<file path="src/rtl/cam_capture_ctrl.sv">
// rtl/cam_capture_ctrl.sv - OV7670-style camera frame-capture sequencer writing RGB565 words to frame RAM
//
// Purpose:
//   Synchronises the camera pins into the system clock domain, finds frame
//   (vsync) and line (href) boundaries, packs byte pairs into RGB565 words and
//   drives the RAM write port. Supports single-shot and continuous capture and
//   flags frame-geometry errors.
//
// Build option:
//   CAPTURE_DECIMATE_EN - when defined, 2x2 subsampling: only even pixels of
//   even lines are written and the address limit is (H_ACTIVE/2)*(V_ACTIVE/2).
//
// Ports:
//   clk         system clock (>= 4x pixel clock)
//   rst         asynchronous reset, active-high
//   start       one-cycle pulse, arms capture (ignored outside IDLE)
//   continuous  re-arm after each frame, sampled when DONE is left
//   cam_vsync   camera vsync (async), high during vertical blanking
//   cam_href    camera href (async), high during active bytes
//   cam_pclk    camera pixel clock, sampled as data
//   cam_data    camera byte bus
//   mem_we      RAM write strobe, one clk per pixel
//   mem_adr     RAM word address
//   mem_dat     RGB565 pixel {first byte, second byte}
//   busy        high while waiting for a frame or capturing
//   frame_done  one-cycle pulse at end of a captured frame
//   frame_err   sticky geometry-error flag, cleared by start or rst
//   line_cnt    lines completed in the current frame

module cam_capture_ctrl #(
  parameter int H_ACTIVE = 640,
  parameter int V_ACTIVE = 480,
  parameter int ADDR_W   = 19
) (
  input  logic              clk,
  input  logic              rst,
  input  logic              start,
  input  logic              continuous,
  input  logic              cam_vsync,
  input  logic              cam_href,
  input  logic              cam_pclk,
  input  logic [7:0]        cam_data,
  output logic              mem_we,
  output logic [ADDR_W-1:0] mem_adr,
  output logic [15:0]       mem_dat,
  output logic              busy,
  output logic              frame_done,
  output logic              frame_err,
  output logic [9:0]        line_cnt
);

`ifdef CAPTURE_DECIMATE_EN
  localparam int LIMIT = (H_ACTIVE / 2) * (V_ACTIVE / 2);
`else
  localparam int LIMIT = H_ACTIVE * V_ACTIVE;
`endif
  localparam int LINE_BYTES = 2 * H_ACTIVE;
  localparam int BC_W = $clog2(LINE_BYTES + 2) + 1;
  localparam logic [ADDR_W:0] LIMIT_V      = (ADDR_W + 1)'(LIMIT);
  localparam logic [BC_W-1:0] LINE_BYTES_V = BC_W'(LINE_BYTES);
  localparam logic [BC_W-1:0] BC_MAX       = '1;
  localparam logic [9:0]      V_ACTIVE_V   = 10'(V_ACTIVE);

  typedef enum logic [1:0] {IDLE, WAIT_VS, ACTIVE, DONE} state_t;

  state_t state, next_state;

  // bit0/bit1 form the 2-FF synchronizer, bit2 is the edge-detect history
  logic [2:0] vs_sr, hr_sr, pc_sr;
  logic [7:0] data_s1, data_s2;

  logic            phase;
  logic [7:0]      hi_byte;
  logic [BC_W-1:0] byte_cnt;

  logic            pclk_rise, vs_rise, vs_fall, href_fall, href_lvl;
  logic            in_active, byte_ev, keep_pix, at_limit;
  logic [9:0]      line_inc, line_next;
  logic [ADDR_W:0] adr_eff;

  always_ff @(posedge clk or posedge rst) begin
    if (rst) begin
      vs_sr   <= '0;
      hr_sr   <= '0;
      pc_sr   <= '0;
      data_s1 <= '0;
      data_s2 <= '0;
    end else begin
      vs_sr   <= {vs_sr[1:0], cam_vsync};
      hr_sr   <= {hr_sr[1:0], cam_href};
      pc_sr   <= {pc_sr[1:0], cam_pclk};
      data_s1 <= cam_data;
      data_s2 <= data_s1;
    end
  end

  assign pclk_rise = pc_sr[1] & ~pc_sr[2];
  assign vs_rise   = vs_sr[1] & ~vs_sr[2];
  assign vs_fall   = ~vs_sr[1] & vs_sr[2];
  assign href_fall = ~hr_sr[1] & hr_sr[2];
  assign href_lvl  = hr_sr[1];

  assign in_active = (state == ACTIVE);
  // A pclk edge coinciding with the href fall is not a byte of the line
  assign byte_ev   = in_active & pclk_rise & href_lvl & ~href_fall;

  assign line_inc  = (line_cnt == 10'h3FF) ? line_cnt : line_cnt + 10'd1;
  // Frame check at vsync rise must see a line ending in the same cycle
  assign line_next = (in_active && href_fall) ? line_inc : line_cnt;

  // mem_adr lags mem_we by one cycle, so count an in-flight write as done
  assign adr_eff  = {1'b0, mem_adr} + {{ADDR_W{1'b0}}, mem_we};
  assign at_limit = (adr_eff >= LIMIT_V);

`ifdef CAPTURE_DECIMATE_EN
  // byte_cnt is the index of the second byte of the pixel (2p+1); bit1 clear means p is even
  assign keep_pix = ~line_cnt[0] & ~byte_cnt[1];
`else
  assign keep_pix = 1'b1;
`endif

  always_ff @(posedge clk or posedge rst) begin
    if (rst) state <= IDLE;
    else     state <= next_state;
  end

  always_comb begin
    next_state = state;
    busy       = 1'b0;
    frame_done = 1'b0;
    case (state)
      IDLE: begin
        if (start) next_state = WAIT_VS;
      end
      WAIT_VS: begin
        busy = 1'b1;
        if (vs_fall) next_state = ACTIVE;
      end
      ACTIVE: begin
        busy = 1'b1;
        if (vs_rise) next_state = DONE;
      end
      DONE: begin
        frame_done = 1'b1;
        next_state = continuous ? WAIT_VS : IDLE;
      end
      default: next_state = IDLE;
    endcase
  end

  always_ff @(posedge clk or posedge rst) begin
    if (rst) begin
      mem_we    <= 1'b0;
      mem_adr   <= '0;
      mem_dat   <= '0;
      frame_err <= 1'b0;
      line_cnt  <= '0;
      phase     <= 1'b0;
      hi_byte   <= '0;
      byte_cnt  <= '0;
    end else begin
      mem_we <= 1'b0;
      if (mem_we) mem_adr <= mem_adr + 1'b1;

      if (state == IDLE && start) frame_err <= 1'b0;

      if (state == WAIT_VS && vs_fall) begin
        mem_adr  <= '0;
        line_cnt <= '0;
        phase    <= 1'b0;
        byte_cnt <= '0;
      end

      if (byte_ev) begin
        if (byte_cnt != BC_MAX) byte_cnt <= byte_cnt + 1'b1;
        if (!phase) begin
          hi_byte <= data_s2;
          phase   <= 1'b1;
        end else begin
          phase <= 1'b0;
          if (keep_pix) begin
            if (at_limit) begin
              frame_err <= 1'b1;
            end else begin
              mem_dat <= {hi_byte, data_s2};
              mem_we  <= 1'b1;
            end
          end
        end
      end

      if (in_active && href_fall) begin
        line_cnt <= line_next;
        // an odd trailing byte is dropped by simply clearing the phase
        if (byte_cnt != LINE_BYTES_V || phase) frame_err <= 1'b1;
        phase    <= 1'b0;
        byte_cnt <= '0;
      end

      if (in_active && vs_rise && line_next != V_ACTIVE_V) frame_err <= 1'b1;
    end
  end

endmodule

</file>
<file path="config.mk">
export PLATFORM = sky130hd
export DESIGN_NAME = cam_capture_ctrl
export DESIGN_NICKNAME = d
export VERILOG_FILES = /design/src/rtl/cam_capture_ctrl.sv
export SDC_FILE = /design/constraint.sdc
export NUM_CORES = 1
export LEC_CHECK = 0
export CAP_MARGIN = 10
export CORE_MARGIN = 1.5
export CORE_UTILIZATION = 54
export DETAILED_ROUTE_END_ITERATION = 12
export HOLD_SLACK_MARGIN = 0.12
export PLACE_DENSITY = 0.79
export SYNTH_ARGS = -nofsm -noshare
export SYNTH_HDL_FRONTEND = slang
export SYNTH_SLANG_ARGS = --single-unit
</file>
<file path="constraint.sdc">
create_clock -name clk -period 3.6 [get_ports clk]
set_input_delay 0.54 -clock clk [delete_from_list [all_inputs] [get_ports clk]]
set_output_delay 0.54 -clock clk [all_outputs]
set_load 0.01 [all_outputs]
</file>
==> impl_metrics.yaml <==
run_status:
  status: "finished, final reports clean"
synth:
  synth.ff_latch_count: 95
  synthTopCellsByArea: "dfrtp_1, mux2_2, nor2_1"
  synth.most_common_cell: "dfrtp_1"
  synth_area_per_cell_sq_um: 11.2
  synth_top_area_share_pct: 54.0
  yosys_warnings: 0
  ys.flop_type: "dfrtp_1"
  synth_fa_ha_area_share_pct: 3.13
  synth_area_sq_um: 4400
  ys_types: 60
  synth_simple_gate_area_share_pct: 17.3
  synth_cells: 392
  seq_area_frac_synth_pct: 54.0
  synth_compound_area_share_pct: 11.5
  synth_nets: 418
  async_flop_share_pct: 100
  synth_top_family_by_area: "simple AND/OR/NAND/NOR gates"
  synthMuxAreaShare_pct: 8.61
  synth-edff-count: 0
  synth_xor_area_share_pct: 3.38
  synth_top_cell_by_area: "dfrtp_1"
  ys_top_cells_by_count: "dfrtp_1, nor2_1, nand2_1"
clock_tree:
  cts-root-buf: "clkbuf_8"
  cts_inserted_buffers: 9
  numClockSinks: 95
  clk_pin_slew_ns: 0.10
  clock_latency_ns: 0.37
  tritoncts: "built"
  cts.path.max_buffers: 2
  htree_levels: 3
  post_cts_resized: 0
  hold_buffers: 0
  postCtsSetupRepairBufs: 0
routing:
  vias: 3198
  firstDrtPassIters: 4
  drc_errors: 0
  wl_per_cell_um: 16.1
  routed_via_density: 5.65
  postRouteAntennaNets: 0
  drt-total-wl_um: 9120
  drt_iter0_markers: 117
sta:
  period_needed_ns: 3.05
  max-slew-margin-rel_pct: 30.6
  timing.fmax_ghz: 0.328
  setup_tns_ns: 0
  worst_pin_slew_ns: 1.04
  hold_viol: 0
  timing.final.crit_share_pct: 84.8
  rsz0062_at_grt: "no"
  slew_viol_final: 0
  setup_viol: 0
  fin_worst_skew_ns: 0.0160
floorplanning:
  start_util_pct: 56.4
  ios: 64
  core_region_area_sq_um: 7810
  die-area_sq_um: 8710
  die_w_um: 93.3
  fp.dieH_um: 93.3
  row_count: 32
power_and_ir_drop:
  p_leak_nw: 2.41
  p_switching_mw: 0.878
  netSwitchingFraction_pct: 31.7
  combPwrFrac_pct: 25.0
  intPower_mw: 1.89
  vdd_drop_max_mv: 0.317
  p_per_area_nw_per_um2: 515
  seqPwrFrac_pct: 48.6
  clkPwrFrac_pct: 26.4
layout:
  num-fill-cells: 592
  drive_above_1_share_pct: 12.9
  final_nets: 485
  fin_util_pct: 68.8
  syn_to_final_growth_pct: 22.0
  diodes: 0
critical_path:
  start_kind: "register"
  cp_max_fo: 17
  arrival_ns: 3.30
  cp-end-kind: "register"
  crit_required_ns: 3.85
  path_class: "reg2reg"
global_route:
  grt_max_degree: 96
  grtUsageMet2_pct: 35.7
  grt_use_met3_pct: 5.85
  grt_overflow: 0
  met1_usage_pct: 29.5
  grt_pass1_vias: 3229
  grt_busiest_layer: "met2"
  grt_usage_pct: 22.4
  grt_first_pass_wirelength_um: 15300
  antenna_found_initial: 0
min_path:
  hold_path.class: "reg2reg"
run:
  maxCapViolCount: 0
placed_design:
  hpwl_um: 6250
  portBuffers: 63
  place.gp.congestion: 0.887
-- through the flow --
step	power (mW)	instance area, sq um	setup slack [ns]	std cells	hold WS, ns
2_1_floorplan	1.74	4400	0.583	392	0.331
3_3_place_gp	2.02	5150	0.754	550	0.331
3_5_place_dp	2.06	5150	0.576	550	0.335
4_1_cts	2.79	5370	0.532	566	0.356
5_1_grt	2.93	5370	0.409	566	0.363
6_report	2.77	5370	0.547	566	0.357
-- cell usage in the layout, fill, tap and decap left out, drive strengths merged, types with 6 or more instances in the layout --
| master | n |
|---|---|
| dfrtp | 95 |
| clkdlybuf4s50 | 63 |
| nor2 | 41 |
| mux2 | 28 |
| nand2 | 25 |
| a21oi | 19 |
| o21ai | 18 |
| and3 | 14 |
| inv | 13 |
| xor2 | 12 |
| nand3 | 11 |
| ha | 11 |
| nand4 | 10 |
| clkbuf | 9 |
| a31oi | 7 |
| nand3b | 6 |
-- worst paths after layout --
check                      startpoint          end  slack (ns)  cells past startpoint
setup / recovery               mem_we  mem_dat[11]        0.55                      8
max in group asynchronous         rst  line_cnt[4]        2.61                      3
hold / removal               vs_sr[0]     vs_sr[1]        0.36                      0
setup reg to reg               mem_we  mem_dat[11]        0.55                      8
min in group asynchronous         rst  byte_cnt[5]        0.58                      3
hold reg to reg              vs_sr[0]     vs_sr[1]        0.36                      0
-- logic make-up (layout without fill, tap and decap cells) --
group / after synthesis / after routing
and+or+nand+nor: 141 / 141
xor gates and xnor gates: 17 / 17
adders and majority gates: 11 / 11
AOI/OAI and AO/OA: 75 / 75
buffers and inverters: 22 / 94
muxes: 31 / 31
DFF: 95 / 95
-- power groups by stage --
stage               Clock [mW]  Sequential [mW]  Combinational, mW
global placement             0             1.35              0.666
global route             0.800             1.37              0.759
floorplan                    0             1.36              0.376
CTS                      0.749             1.34              0.698
detailed placement           0             1.36              0.696
finish                   0.731             1.34              0.692
-- metal layers --
layer | part of all wire (%) | routed length (um) | vias up
li1 | - | - | 1544
met1 | 46 | 4160 | 1569
met2 | 48 | 4370 | 70
met3 | 4.8 | 436 | 15
met4 | 1.7 | 158 | 0
met5 | 0 | 0 | -
-- area by class of cell --
class	count	area [sq um]	area share, %
clock buffers	9	124	2.31
clock inverters	7	96.3	1.79
inverters	11	42.5	0.792
multi-input cells	275	1930	36.0
flip-flops and latches	95	2380	44.2
well taps	102	128	2.37
repair buffers	67	673	12.5
-- sequential cells by signal, indices dropped and copies added, names as in the netlist, 8 cells and up --
register and cells:
mem_adr 19, mem_dat 16, data_s1 8, byte_cnt 12, hi_byte 8, line_cnt 10, data_s2 8
-- critical path, cell delays in order, from the launching register on --
cell and delay (ns):
dfrtp_1 0.52, ha_1 0.22, ha_1 0.25, nand3_1 0.13
nor4_2 0.19, mux2_2 0.22, a311oi_2 0.06, o311ai_4 0.94
mux2_2 0.42
No activity file was read; power rests on OpenSTA's default activity.
